### src/rtl/timer_mmio_responder.sv
// Memory-mapped timer: prescaled 32-bit counter with compare match, one-shot or
// auto-reload operation and a level interrupt, decoded in a 32-byte window.
module timer_mmio_responder #(
   parameter logic [31:0] BASE_ADDR = 32'h1001_0400
) (
   input  logic        clk,
   input  logic        reset,
   input  logic        mem_read_i,
   input  logic        mem_write_i,
   input  logic [31:0] address_i,
   input  logic [31:0] write_data_i,
   output logic [31:0] data_o,
   output logic        hit_o,
   output logic        irq_o
);

   typedef enum logic [2:0] {
      REG_CTRL     = 3'd0,
      REG_PRESCALE = 3'd1,
      REG_COMPARE  = 3'd2,
      REG_COUNT    = 3'd3,
      REG_STATUS   = 3'd4
   } reg_sel_e;

   reg_sel_e    sel;
   logic        enable;
   logic        auto_reload;
   logic        irq_en;
   logic [15:0] prescale;
   logic [15:0] pre_cnt;
   logic [31:0] compare;
   logic [31:0] count;
   logic        match_flag;

   logic        wr_en;
   logic        wr_ctrl;
   logic        wr_prescale;
   logic        wr_compare;
   logic        wr_count;
   logic        wr_status;
   logic        tick;
   logic        match;
   logic        unused_byte_lanes;

   assign sel               = reg_sel_e'(address_i[4:2]);
   assign unused_byte_lanes = ^address_i[1:0];

   assign hit_o       = (address_i[31:5] == BASE_ADDR[31:5]);
   assign wr_en       = mem_write_i && hit_o;
   assign wr_ctrl     = wr_en && (sel == REG_CTRL);
   assign wr_prescale = wr_en && (sel == REG_PRESCALE);
   assign wr_compare  = wr_en && (sel == REG_COMPARE);
   assign wr_count    = wr_en && (sel == REG_COUNT);
   assign wr_status   = wr_en && (sel == REG_STATUS);

   assign tick  = enable && (pre_cnt == prescale);
   assign match = tick && (count == compare);

   // Both operands are registers, so there is no path from the bus to the interrupt.
   assign irq_o = match_flag & irq_en;

   // Enabling from 0 needs no extra term: pre_cnt is already held at 0 while disabled.
   // NOTE: sequential state uses non-blocking (<=) so every flop samples pre-edge values.
   always_ff @(posedge clk or posedge reset) begin
      if (reset) begin
         pre_cnt <= '0;
      end else if (!enable || wr_prescale || tick) begin
         pre_cnt <= '0;
      end else begin
         pre_cnt <= pre_cnt + 16'd1;
      end
   end

   always_ff @(posedge clk or posedge reset) begin
      if (reset) begin
         enable      <= 1'b0;
         auto_reload <= 1'b0;
         irq_en      <= 1'b0;
      end else if (wr_ctrl) begin
         enable      <= write_data_i[0];
         auto_reload <= write_data_i[1];
         irq_en      <= write_data_i[2];
      end else if (match && !auto_reload) begin
         enable <= 1'b0;
      end
   end

   always_ff @(posedge clk or posedge reset) begin
      if (reset) begin
         prescale <= '0;
         compare  <= '0;
      end else begin
         if (wr_prescale) prescale <= write_data_i[15:0];
         if (wr_compare)  compare  <= write_data_i;
      end
   end

   // A bus write to COUNT overrides whatever the tick would have done.
   always_ff @(posedge clk or posedge reset) begin
      if (reset) begin
         count <= '0;
      end else if (wr_count) begin
         count <= write_data_i;
      end else if (tick) begin
         if (!match) begin
            count <= count + 32'd1;
         end else if (auto_reload) begin
            count <= '0;
         end
      end
   end

   // A match on the same edge as a write-1-clear keeps the flag set.
   always_ff @(posedge clk or posedge reset) begin
      if (reset) begin
         match_flag <= 1'b0;
      end else if (match) begin
         match_flag <= 1'b1;
      end else if (wr_status && write_data_i[0]) begin
         match_flag <= 1'b0;
      end
   end

   // NOTE: data_o gets its default before the case so no path can infer a latch.
   always_comb begin
      data_o = '0;
      if (mem_read_i && hit_o) begin
         case (sel)
            REG_CTRL:     data_o = {29'd0, irq_en, auto_reload, enable};
            REG_PRESCALE: data_o = {16'd0, prescale};
            REG_COMPARE:  data_o = compare;
            REG_COUNT:    data_o = count;
            REG_STATUS:   data_o = {31'd0, match_flag};
            default:      data_o = '0;
         endcase
      end
   end

endmodule

### config.mk
export PLATFORM = sky130hd
export DESIGN_NAME = timer_mmio_responder
export DESIGN_NICKNAME = d
export VERILOG_FILES = /design/src/rtl/timer_mmio_responder.sv
export SDC_FILE = /design/constraint.sdc
export NUM_CORES = 1
export LEC_CHECK = 0
export ABC_AREA = 1
export CAP_MARGIN = 20
export CORE_ASPECT_RATIO = 0.5
export CORE_MARGIN = 1.5
export CORE_UTILIZATION = 50
export CTS_BUF_LIST = sky130_fd_sc_hd__clkbuf_4
export DETAILED_ROUTE_END_ITERATION = 16
export PLACE_DENSITY = 0.74
export SLEW_MARGIN = 20
export SYNTH_ARGS = -nofsm -noshare
export SYNTH_HDL_FRONTEND = slang
export SYNTH_SLANG_ARGS = --single-unit
### constraint.sdc
create_clock -name clk -period 4.6 [get_ports clk]
set_input_delay 1.15 -clock clk [delete_from_list [all_inputs] [get_ports clk]]
set_output_delay 1.15 -clock clk [all_outputs]
set_load 0.005 [all_outputs]
---- Yosys cells after proc, flatten, opt, wreduce, memory -nomap -nowiden ----
Cells that the tools add are included.
word-level totals
  register bits ........................... 100
  word-level logic and storage cells ...... 50
  output and inout bits ................... 34
cells by class
  add/subtract/negate cells ............... 2
  equality and inequality tests ........... 8
  muxes and demuxes ....................... 11
  reductions and logical operators ........ 20
  bitwise gates (word level) .............. 1
operator list
  operator                                                                  count
  32-bit two-way mux                                                        5
  32-bit one-hot mux with 5 select lines                                    1
  32-bit by 1-bit adder with 32-bit output (second input constant)          1
  32-bit equality test                                                      1
  27-bit by 24-bit equality test with 1-bit output (second input constant)  1
  16-bit by 1-bit adder with 16-bit output (second input constant)          1
  16-bit equality test                                                      1
  16-bit two-way mux                                                        1
  1-bit logical AND                                                         11
  3-bit by 2-bit equality test with 1-bit output (second input constant)    2
  2-bit nonzero test                                                        3
  1-bit two-way mux                                                         4
  3-bit by 1-bit equality test with 1-bit output (second input constant)    1
  3-bit equality test (second input constant)                               1
  3-bit zero test                                                           1
  3-bit != test (second input constant)                                     1
  1-bit zero test                                                           2
  1-bit logical OR                                                          2
  2-bit AND reduction                                                       1
  1-bit AND                                                                 1

---- Depth between registers and ports, before layout ----
  depth in word-level cells ............... 6
  mapped depth ............................ 15
  gate-level depth less buffers ........... 14

---- Least setup slack after synthesis ----
Ideal clock, no wire load.
  path type ............................... input to output
  from .................................... input port address_i[2]
  to ...................................... output port data_o[10]
  path slack .............................. 1187 ps
  arrival time ............................ 2263 ps
  stages .................................. 5
  path buffers ............................ 2
  cell sequence ........................... nor3_1 > clkbuf_1 > clkbuf_1 > nand2_1 > a31oi_1
on the way
  longest elaborated chain between the ends .. 3
RTL lines
  what                                               line  RTL
  start: declaration                                 10    input logic [31:0] address_i,
  3-bit equality test, or another cell as far along  128   case (sel)
  32-bit one-hot mux with 5 select lines *           128
  32-bit two-way mux *                               127   if (mem_read_i && hit_o) begin
  end: declaration                                   12    output logic [31:0] data_o,
Every way passes the cells marked *; elsewhere a longest branch is shown, timed or not.

---- Worst setup path in the final report ----
  from .................................... input port address_i[12]
  to ...................................... output port data_o[3]
on the way
  longest elaborated chain between the ends .. 3
RTL lines
  what                                              line  RTL
  27-bit by 24-bit equality test with 1-bit output  48    assign hit_o = (address_i[31:5] == BASE_ADDR[31:5]);
  1-bit logical AND                                 127
  32-bit two-way mux                                127
No other way between the ends.

==> impl_metrics.toml <==
[place]
place_hpwl_mm = 15.2
routabilityCongestion = 0.939
io_buffers = 99

[route]
num_vias = 7502
drt_iter0_drc = 625
vias_per_cell = 5.17
wire_per_inst_um = 14.3
drc = 0
met3WireLength_mm = 1.19
wl_met2_mm = 9.68
routed_wirelength_mm = 20.8
routed.top_layer = "met4"
first_pass_iters = 6
ant_nets = 0
wl_met1_mm = 9.56

[clocking]
clkLatencyLatePin_ns = 0.51
clk_pin_slew_worst_paths_ns = 0.17
clock_sinks = 100
cts_buffers = 9
cts_hold_buf = 0
max-clock-path-buffers = 2
h-tree-depth = 3
cts_tree = "yes"
root_buffer = "clkbuf_4"

[cells_and_area]
multi_input_area_mm2 = 0.00391
n_fill_cell = 1378
final_util_pct = 61.7
regArea_mm2 = 0.00250
nNetsFinal = 1324
diodes = 0
drive_above_1_share_pct = 5.08
area_delta_synth_final_pct = 18.3

[timing]
min_period_ns = 4.47
max_freq_mhz = 224
drv_slew = 0
tightest_slew_ns = 0.921
rsz0062_at_grt = "false"
clock_skew_ns = 0.0223
fin_crit_sh_pct = 97.3
setup_violations = 0
relSlewSlack_pct = 38.4
tns_ns = 0
hold_violations = 0

[die]
start_util_pct = 52.1
design.die.area_mm2 = 0.0152
fp.dieW_um = 173
io_pins = 102
die_h_um = 87.8
rows = 30
core_mm2 = 0.0138

[setup_path]
cp.required_ns = 3.45
path_max_fanout = 8
path_class = "primary input to output pin"
arrival_ns = 3.32
crit_slowest_cell = "clkdlybuf4s50_1"
cp_cell_sequence = "clkdlybuf4s50_1 > nor2_2 > nand3b_1 > nor2_1 > nand2_1 > nor2_4 > o211ai_1 > buf_4 > a31oi_1 > clkdlybuf4s50_1"
cpPeakStageDelay_ns = 0.55
cp-end-kind = "output pin"
cp_common_cell = "clkdlybuf4s50_1"
startpoint_type = "primary input"

[logic_synthesis]
synth_warnings = 0
syn-num-nets = 1249
ys_seq_area_share_pct = 34.8
postSynthCellCount = 1179
ys_ff_latch = 100
synth_area_per_cell_um2 = 6.11
synth_area_mm2 = 0.00720
synth_cell_types = 36

[global_routing]
grt_antenna_before_repair = 0
grt_pass1_wl_mm = 34.4
grt_pass1_vias = 7046
track_usage_pct = 28.6
grt_max_degree = 54
grt-ovfl-total = 0

[power_and_ir_drop]
clkPwrFrac_pct = 31.8
p_seq_share_pct = 60.3
powerDensity_mw_per_mm2 = 171
p_int_uw = 1060
switching_share_pct = 27.3
power.combinational.fraction_pct = 7.9
p_sw_uw = 398
leakagePower_uw = 0.00419
peakVddDrop_mv = 0.0841
total_power_uw = 1460

[job]
maxCapViolCount = 0

[min_path]
holdCritPathClass = "register to register"

[outcome]
outcome = "complete, no violations"
cells by family after synthesis:
| kind of cell | count (synthesis) | share of synthesized area, % |
|---|---|---|
| AOI/OAI and AO/OA | 87 | 7.18 |
| xor gates and xnor gates | 26 | 3.16 |
| adders and majority gates | 2 | 0.348 |
| buffers and inverters | 203 | 11.5 |
| DFF | 100 | 34.8 |
| and+or+nand+nor | 761 | 43.0 |
registers in the layout, summed over array words and instances (netlist names):
name         flops
count           32
irq_en           1
compare         32
prescale        16
auto_reload      1
pre_cnt         16
match_flag       1
enable           1
cell usage in the layout (no fill, tap or decap), types with 4 or more instances in the layout:
cell type	count
a31oi_1	12
nor2_1	117
nor3b_1	5
nand2_1	521
clkbuf_4	9
nand3_1	71
a21oi_1	6
dfrtp_1	100
xor2_1	24
nand4_1	7
a22oi_1	16
o21ai_0	45
buf_4	12
inv_2	13
clkdlybuf4s50_1	98
nand3b_1	4
nor4_1	4
inv_1	138
nor3_1	15
nor2_2	6
power groups by stage:
stage | Sequential, µW | Combinational, µW | Clock (µW)
floorplan | 896 | 31.0 | 0
global placement | 896 | 113 | 0
detailed placement | 896 | 115 | 0
CTS | 880 | 115 | 481
global route | 880 | 125 | 512
finish | 880 | 114 | 464
stage by stage:
step	worst slack, ns	std cells	hold WS, ns	instance area, µm²
CTS	0.102	1451	0.544	8490
detailed placement	0.120	1435	0.513	8360
floorplan	0.831	1179	0.473	7200
global route	0.0342	1451	0.567	8520
finish	0.126	1451	0.535	8520
global placement	0.174	1435	0.504	8360
synthesized netlist by cell type (all sizes together):
cell / instances / area, µm²
and3: 1 / 6.26
nor2: 126 / 508
inv: 152 / 571
nand2: 522 / 1970
and3b: 1 / 8.76
nor4: 4 / 25.0
a41oi: 2 / 17.5
a31oi: 14 / 87.6
o21bai: 1 / 7.51
clkbuf: 27 / 105
xor2: 24 / 210
a21oi: 6 / 30.0
nand4: 7 / 43.8
buf: 24 / 154
o211ai: 1 / 7.51
nand3: 73 / 375
nor3b: 5 / 37.5
ha: 2 / 25.0
nor3: 18 / 95.1
nand3b: 4 / 30.0
xnor2: 2 / 17.5
a22oi: 16 / 120
dfrtp: 100 / 2500
o21ai: 47 / 246
final cells by class:
| type | instances | area share (%) |
|---|---|---|
| Clock buffer | 9 | 0.793 |
| Timing Repair Buffer | 115 | 13.7 |
| Clock inverter | 7 | 0.705 |
| Tap cell | 192 | 2.82 |
| Sequential cell | 100 | 29.4 |
| Inverter | 152 | 6.73 |
| Multi-Input combinational cell | 876 | 45.8 |
worst paths after layout:
kind                                from          end  slack, ns  depth (start not counted)
setup / recovery           address_i[12]    data_o[3]       0.13                         10
hold / removal                pre_cnt[0]   pre_cnt[0]       0.53                          1
setup reg to reg               count[18]    count[16]       1.62                         12
hold reg to reg               pre_cnt[0]   pre_cnt[0]       0.53                          1
max in group asynchronous          reset    count[30]       2.78                          3
min in group asynchronous          reset  compare[22]       1.11                          2
routing by layer:
metal | track usage (%) | vias to the layer above
met1 | 37.0 | 3464
met2 | 50.3 | 230
met5 | 0 | -
li1 | - | 3776
met3 | 4.95 | 32
met4 | 7.91 | 0
worst max-delay path, delay by kind of cell:
kind	cells	cell delay (ns)
buffers and inverters	3	1.19
AND/OR/NAND/NOR	5	0.56
AO/OA/AOI/OAI	2	0.41
repair_timing:
action | CTS | global route
setup endpoints to repair | 0 | 4
buffers inserted | 0 | 0
gates resized for setup | 0 | 7
Note: power is estimated with default switching activity, not from simulation.
